File: src/rtl/uart_sample_frame_ctrl_if.sv
// Byte-in / sample-out bundle for uart_sample_frame_ctrl.
//   master : the side that delivers UART bytes and consumes samples/status
//   slave  : the frame controller itself
// Signals:
//   in_uart_ready     one byte on in_uart_frame per clock where high
//   in_uart_frame     received UART byte
//   out_sample        assembled sample {MSB,LSB}
//   out_sample_valid  1-clock pulse, out_sample/out_channel valid
//   out_channel       channel from header of current frame
//   out_frame_done    1-clock pulse, frame ended with good checksum
//   out_frame_error   1-clock pulse, frame aborted
//   out_err_code      00 timeout, 01 bad header, 10 bad length, 11 checksum
//   out_busy          high whenever the sequencer is not hunting for SYNC0
//   out_frame_cnt     good-frame count, wraps
interface uart_sample_frame_ctrl_if;
    logic        in_uart_ready;
    logic [7:0]  in_uart_frame;
    logic [15:0] out_sample;
    logic        out_sample_valid;
    logic [3:0]  out_channel;
    logic        out_frame_done;
    logic        out_frame_error;
    logic [1:0]  out_err_code;
    logic        out_busy;
    logic [15:0] out_frame_cnt;

    modport master (
        output in_uart_ready, in_uart_frame,
        input  out_sample, out_sample_valid, out_channel, out_frame_done,
               out_frame_error, out_err_code, out_busy, out_frame_cnt
    );

    modport slave (
        input  in_uart_ready, in_uart_frame,
        output out_sample, out_sample_valid, out_channel, out_frame_done,
               out_frame_error, out_err_code, out_busy, out_frame_cnt
    );
endinterface

File: src/rtl/uart_sample_frame_ctrl.sv
// Sequencer between the UART byte receiver and the 16-bit sample path.
// Hunts for a two-byte sync word, parses header (channel) and length, then
// pairs LSB/MSB bytes into samples and finally checks an XOR checksum.
// An inter-byte timeout aborts a stalled frame so that a byte-phase slip
// recovers at the next sync word.
// Ports:
//   in_clk  clock
//   in_rst  synchronous active-high reset
//   bus     uart_sample_frame_ctrl_if.slave (byte input, sample/status out)
// All outputs are registered: a byte taken at edge t is reflected after t.
module uart_sample_frame_ctrl #(
    parameter int         MAX_SAMPLES    = 64,
    parameter int         TIMEOUT_CYCLES = 100000,
    parameter logic [7:0] SYNC0          = 8'hA5,
    parameter logic [7:0] SYNC1          = 8'h5A
) (
    input  logic                     in_clk,
    input  logic                     in_rst,
    uart_sample_frame_ctrl_if.slave  bus
);
    localparam int            TW   = (TIMEOUT_CYCLES > 2) ? $clog2(TIMEOUT_CYCLES) : 1;
    localparam logic [TW-1:0] TMAX = TW'(TIMEOUT_CYCLES - 1);
    localparam logic [7:0]    LMAX = 8'(MAX_SAMPLES);

    typedef enum logic [2:0] {HUNT0, HUNT1, HDR, LEN, LSB, MSB, CSUM} state_t;

    state_t        state;
    logic [7:0]    csum;
    logic [7:0]    lo;
    logic [7:0]    remaining;
    logic [TW-1:0] timer;

    logic [15:0]   sample;
    logic          sample_valid;
    logic [3:0]    channel;
    logic          frame_done;
    logic          frame_error;
    logic [1:0]    err_code;
    logic          busy;
    logic [15:0]   frame_cnt;

    wire [7:0] b = bus.in_uart_frame;

    // busy is updated alongside every state change so it stays a plain
    // register yet tracks "state != HUNT0" without lag relative to state.
    always_ff @(posedge in_clk) begin
        if (in_rst) begin
            state        <= HUNT0;
            csum         <= '0;
            lo           <= '0;
            remaining    <= '0;
            timer        <= '0;
            sample       <= '0;
            sample_valid <= 1'b0;
            channel      <= '0;
            frame_done   <= 1'b0;
            frame_error  <= 1'b0;
            err_code     <= '0;
            busy         <= 1'b0;
            frame_cnt    <= '0;
        end else begin
            sample_valid <= 1'b0;
            frame_done   <= 1'b0;
            frame_error  <= 1'b0;
            if (bus.in_uart_ready) begin
                // A byte in the expiry cycle takes priority over the timeout.
                timer <= '0;
                case (state)
                    HUNT0: if (b == SYNC0) begin
                        state <= HUNT1;
                        busy  <= 1'b1;
                    end
                    HUNT1: begin
                        if (b == SYNC1) begin
                            state <= HDR;
                        end else if (b != SYNC0) begin
                            state <= HUNT0;
                            busy  <= 1'b0;
                        end
                    end
                    HDR: begin
                        if (b[7:4] != 4'd0) begin
                            frame_error <= 1'b1;
                            err_code    <= 2'b01;
                            state       <= HUNT0;
                            busy        <= 1'b0;
                        end else begin
                            channel <= b[3:0];
                            csum    <= b;
                            state   <= LEN;
                        end
                    end
                    LEN: begin
                        if (b == 8'd0 || b > LMAX) begin
                            frame_error <= 1'b1;
                            err_code    <= 2'b10;
                            state       <= HUNT0;
                            busy        <= 1'b0;
                        end else begin
                            remaining <= b;
                            csum      <= csum ^ b;
                            state     <= LSB;
                        end
                    end
                    LSB: begin
                        lo    <= b;
                        csum  <= csum ^ b;
                        state <= MSB;
                    end
                    MSB: begin
                        sample       <= {b, lo};
                        sample_valid <= 1'b1;
                        csum         <= csum ^ b;
                        remaining    <= remaining - 8'd1;
                        state        <= (remaining == 8'd1) ? CSUM : LSB;
                    end
                    CSUM: begin
                        if (b == csum) begin
                            frame_done <= 1'b1;
                            frame_cnt  <= frame_cnt + 16'd1;
                        end else begin
                            frame_error <= 1'b1;
                            err_code    <= 2'b11;
                        end
                        state <= HUNT0;
                        busy  <= 1'b0;
                    end
                    default: begin
                        state <= HUNT0;
                        busy  <= 1'b0;
                    end
                endcase
            end else if (state == HUNT0) begin
                timer <= '0;
            end else if (timer == TMAX) begin
                // TIMEOUT_CYCLES idle clocks since the last accepted byte.
                timer       <= '0;
                frame_error <= 1'b1;
                err_code    <= 2'b00;
                state       <= HUNT0;
                busy        <= 1'b0;
            end else begin
                timer <= timer + 1'b1;
            end
        end
    end

    assign bus.out_sample       = sample;
    assign bus.out_sample_valid = sample_valid;
    assign bus.out_channel      = channel;
    assign bus.out_frame_done   = frame_done;
    assign bus.out_frame_error  = frame_error;
    assign bus.out_err_code     = err_code;
    assign bus.out_busy         = busy;
    assign bus.out_frame_cnt    = frame_cnt;
endmodule

File: src/flat_wrapper.sv
// flat-port wrapper written by rule: the top's interface ports become plain ports
module uart_sample_frame_ctrl_flat 
#(
    parameter int         MAX_SAMPLES    = 64,
    parameter int         TIMEOUT_CYCLES = 100000,
    parameter logic [7:0] SYNC0          = 8'hA5,
    parameter logic [7:0] SYNC1          = 8'h5A
)
  (in_clk, in_rst, bus_in_uart_ready, bus_in_uart_frame, bus_out_sample, bus_out_sample_valid, bus_out_channel, bus_out_frame_done, bus_out_frame_error, bus_out_err_code, bus_out_busy, bus_out_frame_cnt);
  uart_sample_frame_ctrl_if bus_i ();
  input  logic in_clk;
  input  logic in_rst;
  input wire logic [$bits(bus_i.in_uart_ready)-1:0] bus_in_uart_ready;
  input wire logic [$bits(bus_i.in_uart_frame)-1:0] bus_in_uart_frame;
  output wire logic [$bits(bus_i.out_sample)-1:0] bus_out_sample;
  output wire logic [$bits(bus_i.out_sample_valid)-1:0] bus_out_sample_valid;
  output wire logic [$bits(bus_i.out_channel)-1:0] bus_out_channel;
  output wire logic [$bits(bus_i.out_frame_done)-1:0] bus_out_frame_done;
  output wire logic [$bits(bus_i.out_frame_error)-1:0] bus_out_frame_error;
  output wire logic [$bits(bus_i.out_err_code)-1:0] bus_out_err_code;
  output wire logic [$bits(bus_i.out_busy)-1:0] bus_out_busy;
  output wire logic [$bits(bus_i.out_frame_cnt)-1:0] bus_out_frame_cnt;
  assign bus_i.in_uart_ready = bus_in_uart_ready;
  assign bus_i.in_uart_frame = bus_in_uart_frame;
  assign bus_out_sample = bus_i.out_sample;
  assign bus_out_sample_valid = bus_i.out_sample_valid;
  assign bus_out_channel = bus_i.out_channel;
  assign bus_out_frame_done = bus_i.out_frame_done;
  assign bus_out_frame_error = bus_i.out_frame_error;
  assign bus_out_err_code = bus_i.out_err_code;
  assign bus_out_busy = bus_i.out_busy;
  assign bus_out_frame_cnt = bus_i.out_frame_cnt;
  uart_sample_frame_ctrl #(.MAX_SAMPLES(MAX_SAMPLES), .TIMEOUT_CYCLES(TIMEOUT_CYCLES), .SYNC0(SYNC0), .SYNC1(SYNC1)) u_core (.in_clk(in_clk), .in_rst(in_rst), .bus(bus_i));
endmodule
File: config.mk
export PLATFORM = sky130hd
export DESIGN_NAME = uart_sample_frame_ctrl_flat
export DESIGN_NICKNAME = d
export VERILOG_FILES = /design/src/rtl/uart_sample_frame_ctrl_if.sv /design/src/rtl/uart_sample_frame_ctrl.sv /design/src/flat_wrapper.sv
export SDC_FILE = /design/constraint.sdc
export NUM_CORES = 1
export LEC_CHECK = 0
export ABC_CLOCK_PERIOD_IN_PS = 2900
export CAP_MARGIN = 10
export CORE_UTILIZATION = 33
export CTS_CLUSTER_SIZE = 10
export DETAILED_ROUTE_END_ITERATION = 6
export GPL_ROUTABILITY_DRIVEN = 0
export PLACE_DENSITY = 0.53
export RECOVER_POWER = 100
export SLEW_MARGIN = 15
export SYNTH_ARGS = -nofsm -noshare
export SYNTH_HDL_FRONTEND = slang
export SYNTH_SLANG_ARGS = --single-unit
File: constraint.sdc
create_clock -name in_clk -period 2.9 [get_ports in_clk]
set_input_delay 0.58 -clock in_clk [delete_from_list [all_inputs] [get_ports in_clk]]
set_output_delay 0.58 -clock in_clk [all_outputs]
set_load 0.02 [all_outputs]
[Word level (Yosys, flattened, before mapping)]
Cells that the tools add are included.
Cells by class
  add/sub/neg operators: 3
  order comparisons: 1
  bitwise gates (word level): 4
  eq/ne operators: 24
  reductions and logical operators: 20
  mux-type cells: 40
Operators by type and width (number)
  8-bit two-way mux: 3
  8-bit one-hot mux with 3 select lines: 1
  3-bit two-way mux: 7
  3-bit one-hot mux with 6 select lines: 1
  17-bit by 1-bit adder with 17-bit output, second input constant: 1
  17-bit == test, second input constant: 1
  16-bit by 1-bit adder with 16-bit output, second input constant: 1
  1-bit two-way mux: 16
  2-bit two-way mux: 8
  8-bit one-hot mux with 2 select lines: 1
  3-bit == test, second input constant: 3
  3-bit by 2-bit != test with 1-bit output, second input constant: 3
  3-bit AND reduction: 3
  8-bit by 1-bit == test with 1-bit output, second input constant: 1
  8-bit by 7-bit == test with 1-bit output, second input constant: 1
  8-bit == test: 1
  8-bit == test, second input constant: 1
  8-bit by 7-bit greater-than comparator with 1-bit output, second input constant: 1
  8-bit zero test: 1
  2-bit != test, second input constant: 4
  8-bit != test, second input constant: 1
  4-bit AND reduction: 2
  8-bit AND reduction: 1
  8-bit by 1-bit subtractor with 8-bit output, second input constant: 1
  other kinds (21): 28
Storage, ports and cells
  logic and storage cells: 105
  register bits: 86
  output and inout port bits: 42
  input port bits: 11

[Longest topological paths before layout]
  word-level depth: 5
  depth in mapped cells: 8
  mapped depth without buffers: 7

[Worst setup path after synthesis]
OpenSTA, ideal clock, no wires.
  kind: in2reg
  from: input port bus_in_uart_frame[7]
  to: register u_core.err_code[1], in the netlist u_core.bus.out_err_code[1]
  buffers on the path: 1
  data arrival time: 2.258 ns
  setup slack: 0.522 ns
  stages: 7
  path through: buf_2 > or4_1 > or3_1 > and3b_1 > a21oi_2 > nor3_1 > mux2_2
On the way
  word-level cells in the longest chain between the ends: 4
Ends and longest elaborated chain
  from (decl): line flat_wrapper.sv:14  | input wire logic [$bits(bus_i.in_uart_frame)-1:0] bus_in_uart_frame;
  8-bit by 7-bit greater-than comparator with 1-bit output or 8-bit zero test (tied branches): line uart_sample_frame_ctrl.sv:94  | if (b == 8'd0 || b > LMAX) begin
  1-bit logical OR: line uart_sample_frame_ctrl.sv:94
  3-bit by 2-bit != test with 1-bit output (no source line)
  6-bit AND reduction (no source line) *
  to (signal assigned): line uart_sample_frame_ctrl.sv:84  | err_code <= 2'b01;
  to (signal assigned): line uart_sample_frame_ctrl.sv:96  | err_code <= 2'b10;
  to (signal assigned): line uart_sample_frame_ctrl.sv:123  | err_code <= 2'b11;
  to (decl): line uart_sample_frame_ctrl.sv:38  | logic [1:0] err_code;
Every way passes the cells marked *; elsewhere a longest branch is shown, timed or not.
A chain may end at the register's enable or synchronous reset.

[Worst setup path in the final report]
  from: input port bus_in_uart_frame[7]
  to: register u_core.csum[7]
On the way
  word-level cells in the longest chain between the ends: 4
Ends and longest elaborated chain
  8-bit by 7-bit greater-than comparator with 1-bit output or 8-bit zero test (tied branches): line uart_sample_frame_ctrl.sv:94
  1-bit logical OR: line uart_sample_frame_ctrl.sv:94
  2-bit != test (no source line)
  4-bit AND reduction (no source line)
  to (signal assigned): line uart_sample_frame_ctrl.sv:101  | csum <= csum ^ b;
  to (signal assigned): line uart_sample_frame_ctrl.sv:107  | csum <= csum ^ b;
  to (signal assigned): line uart_sample_frame_ctrl.sv:113  | csum <= csum ^ b;
  to (decl): line uart_sample_frame_ctrl.sv:28  | logic [7:0] csum;
Several ways; a longest one is shown, not always the timed one. The select of a mux whose other input is x is not followed.

==> summary.md <==
| Metric | Value |
|---|---|
| Hold Crit Class | reg -> reg |
| Clock root buffer | clkbuf_16 |
| CP Data Required Time | 3.10 ns |
| Total of fill cells in the finished design | 1196 |
| Number of cells produced by synthesis | 494 |
| Post-detailed-placement half-perimeter wirelength | 7.03 mm |
| Netlist area before placement | 4040 µm² |
| Maximum fanout along the worst path | 9 |
| Setup repair after global routing missed its margin | false |
| Final Core Density | 0.426 |
| Clk sinks | 86 |
| Largest net degree at the start of global routing | 42 |
| EDFF count, synth | 0 |
| Leak pwr | 1.81 nW |
| Final Setup Violations | 0 |
| Final setup TNS | 0 ns |
| Share of final-layout standard cells stronger than drive strength 1 | 0.0821 |
| Kind of capture point of the worst setup path | flop |
| Total iterations of the first detailed-routing run | 4 |
| Count of cell types in the netlist | 50 |
| Largest clock skew in the final design | 0.00925 ns |
| Final net count | 570 |
| Final hold viol count | 0 |
| Run status | finished, final reports clean |
| Floorplan die area | 12700 µm² |
| Antenna violations before repair | 0 |
| Maximum buffer depth of the clock tree | 2 |
| Count of final max-slew check failures | 0 |
| Headroom to the max-slew limit | 0.446 |
| Placed Cells incl. Taps | 691 |
| DR WL/cell | 14.2 µm |
| Routed via count | 3565 |
| Mean cell area of the mapped netlist | 8.17 µm² |
| #FFs+latches synth | 86 |
| Post-CTS clock slew at the launch and capture registers of the worst setup and hold paths | 0.07 ns |
| Boundary Pins | 53 |
| Total clock buffers created by CTS | 9 |
| Width of the die | 113 µm |
| DRC Markers | 0 |
| Count of buffers added by post-CTS timing repair for setup | 0 |
| Highest achievable clock rate | 386 MHz |
| Post-Syn Nets | 509 |
| Worst setup timing slack at the placement stage | -0.00399 ns |
| Data arrival, critical path | 2.80 ns |
| Setup slack of the critical path after layout | 0.307 ns |
| Most common cell after layout, fill and taps aside | dfxtp_1 |
| Wire length of the first global-routing pass | 16.8 mm |
| Sequential share of the synthesized area | 0.427 |
| Residual antenna-violating net count after detailed routing | 0 |
| Number of antenna repair diodes | 0 |
| # port buffers | 52 |
| Clock tree from TritonCTS | yes |
| Post-layout power | 2.46 mW |
| Post-layout minimum cycle time | 2.59 ns |
| Gr ovfl total | 0 |
| Share of flip-flops with an asynchronous set or reset | 0 |
| Number of cell rows | 40 |
| Setup Crit Path Kind | in -> reg |
| Area of the core region | 12000 µm² |
| Most frequent cells in the layout | dfxtp_1, nor2_1, nand2_1, dlygate4sd3_1, a21oi_1 |
| Slew at the pin with the worst max-slew slack | 0.824 ns |
| Yosys warning total | 0 |
| H-tree levels | 3 |
| Maximum vdd ir drop | 0.298 mV |
| Areal power density over the cells | 483 nW/µm² |
| GRT Util Overall | 0.167 |
| Hold_buf cts | 0 |
| Effective utilization at floorplan | 0.337 |
| Most instantiated flip-flop cell in the synthesis netlist | dfxtp_1 |
| Insertion delay of the later-clocked pin in the worst-skew pair | 0.34 ns |
| Portion of the clock cycle consumed by the worst path in the final layout | 0.894 |
| Via count of the first global-routing pass | 3428 |
| Initial detailed-routing violation count | 163 |
| Avg Vias per Cell | 5.04 |
| Area added between synthesis and finish | 26.2% |
| Resized Gates After CTS | 0 |
| Finished Layout Cells | 707 |
| Max-Cap Viols | 0 |
| Routed Wire Length | 10.0 mm |
| Die height | 113 µm |
| Category of the worst setup path launch point | input port |
-- worst paths after layout --
kind	start	endpoint	slack, ns	cells past startpoint
setup / recovery	bus_in_uart_frame[7]	u_core.csum[7]$_SDFFE_PP0P_	0.31	8
hold / removal	u_core.timer[0]$_SDFF_PP0_	u_core.timer[0]$_SDFF_PP0_	0.45	1
setup reg to reg	u_core.state[1]$_SDFFE_PP0P_	u_core.remaining[1]$_SDFFE_PP0P_	0.47	7
hold reg to reg	u_core.timer[0]$_SDFF_PP0_	u_core.timer[0]$_SDFF_PP0_	0.45	1
-- state kept, by name (all words and copies together) (netlist names), 3 cells and up --
| register | flops |
|---|---|
| u_core.csum | 8 |
| u_core.state | 3 |
| u_core.remaining | 8 |
| u_core.bus.out_channel | 4 |
| u_core.timer | 17 |
| u_core.bus.out_frame_cnt | 16 |
| u_core.bus.out_sample | 16 |
| u_core.lo | 8 |
-- through the flow --
stage | hold slack [ns] | cell area [µm²]
floorplan | 0.418 | 4040
global placement | 0.429 | 4820
detailed placement | 0.434 | 4820
CTS | 0.450 | 5130
global route | 0.470 | 5090
finish | 0.447 | 5090
-- synthesized netlist by cell type (all sizes together) (4+ instances only) --
master,number,area share
nand2,67,0.063
or4,4,0.0084
or3,8,0.012
nand2b,4,0.0062
nor3,20,0.026
mux2i,15,0.037
clkbuf,22,0.020
inv,12,0.011
nor2b,4,0.0062
and3b,5,0.011
nand3,17,0.021
nor4,6,0.0093
nor2,68,0.063
dfxtp,86,0.43
nand4,7,0.011
ha,4,0.012
a31oi,9,0.014
o21ai,13,0.016
xor2,16,0.035
buf,8,0.011
xnor2,19,0.041
a21oi,38,0.052
nand3b,13,0.024
-- layer usage --
layer | wire, µm | GRT usage | share of wire | vias up
met2 | 4450 | 0.258 | 0.44 | 69
met1 | 4960 | 0.222 | 0.50 | 1654
met3 | 418 | 0.0410 | 0.042 | 13
met5 | 0 | 0 | 0 | -
met4 | 182 | 0.0702 | 0.018 | 0
li1 | - | - | - | 1829
-- power by group --
part           leakage [nW]  switching [mW]  internal, mW
registers             0.692       0.0000662          1.18
logic                 0.970          0.0550        0.0335
clock network         0.145           0.493         0.695
total                  1.81           0.548          1.91
-- cells by family (layout without fill, tap and decap cells) --
logic type               after synthesis  in the layout  share of synthesized area
multiplexers                          16             16                     0.0400
XOR/XNOR                              35             35                     0.0760
AO/OA/AOI/OAI                         77             77                      0.118
flip-flops                            86             86                      0.427
buffers and inverters                 42            108                     0.0422
adder cells (fa/ha/maj)                4              4                     0.0124
AND/OR/NAND/NOR                      234            234                      0.285
-- worst max-delay path, stage by stage --
cell and delay, ns:
clkdlybuf4s50_1 0.46, or4_1 0.56, or3_1 0.38, nor2_1 0.21, clkbuf_2 0.29, a21oi_1 0.06
o21ai_0 0.17, a21oi_1 0.08
-- cell type report --
cell class              instances  area (µm²)  share of cell area
well taps                     147         184              0.0361
inverters                      12        45.0             0.00885
flip-flops and latches         86        1720               0.338
multi-input cells             366        2130               0.419
clock inverters                 6        67.6              0.0133
clock buffers                  10         239              0.0469
repair buffers                 80         702               0.138
Note: power is estimated with default switching activity, not from simulation.
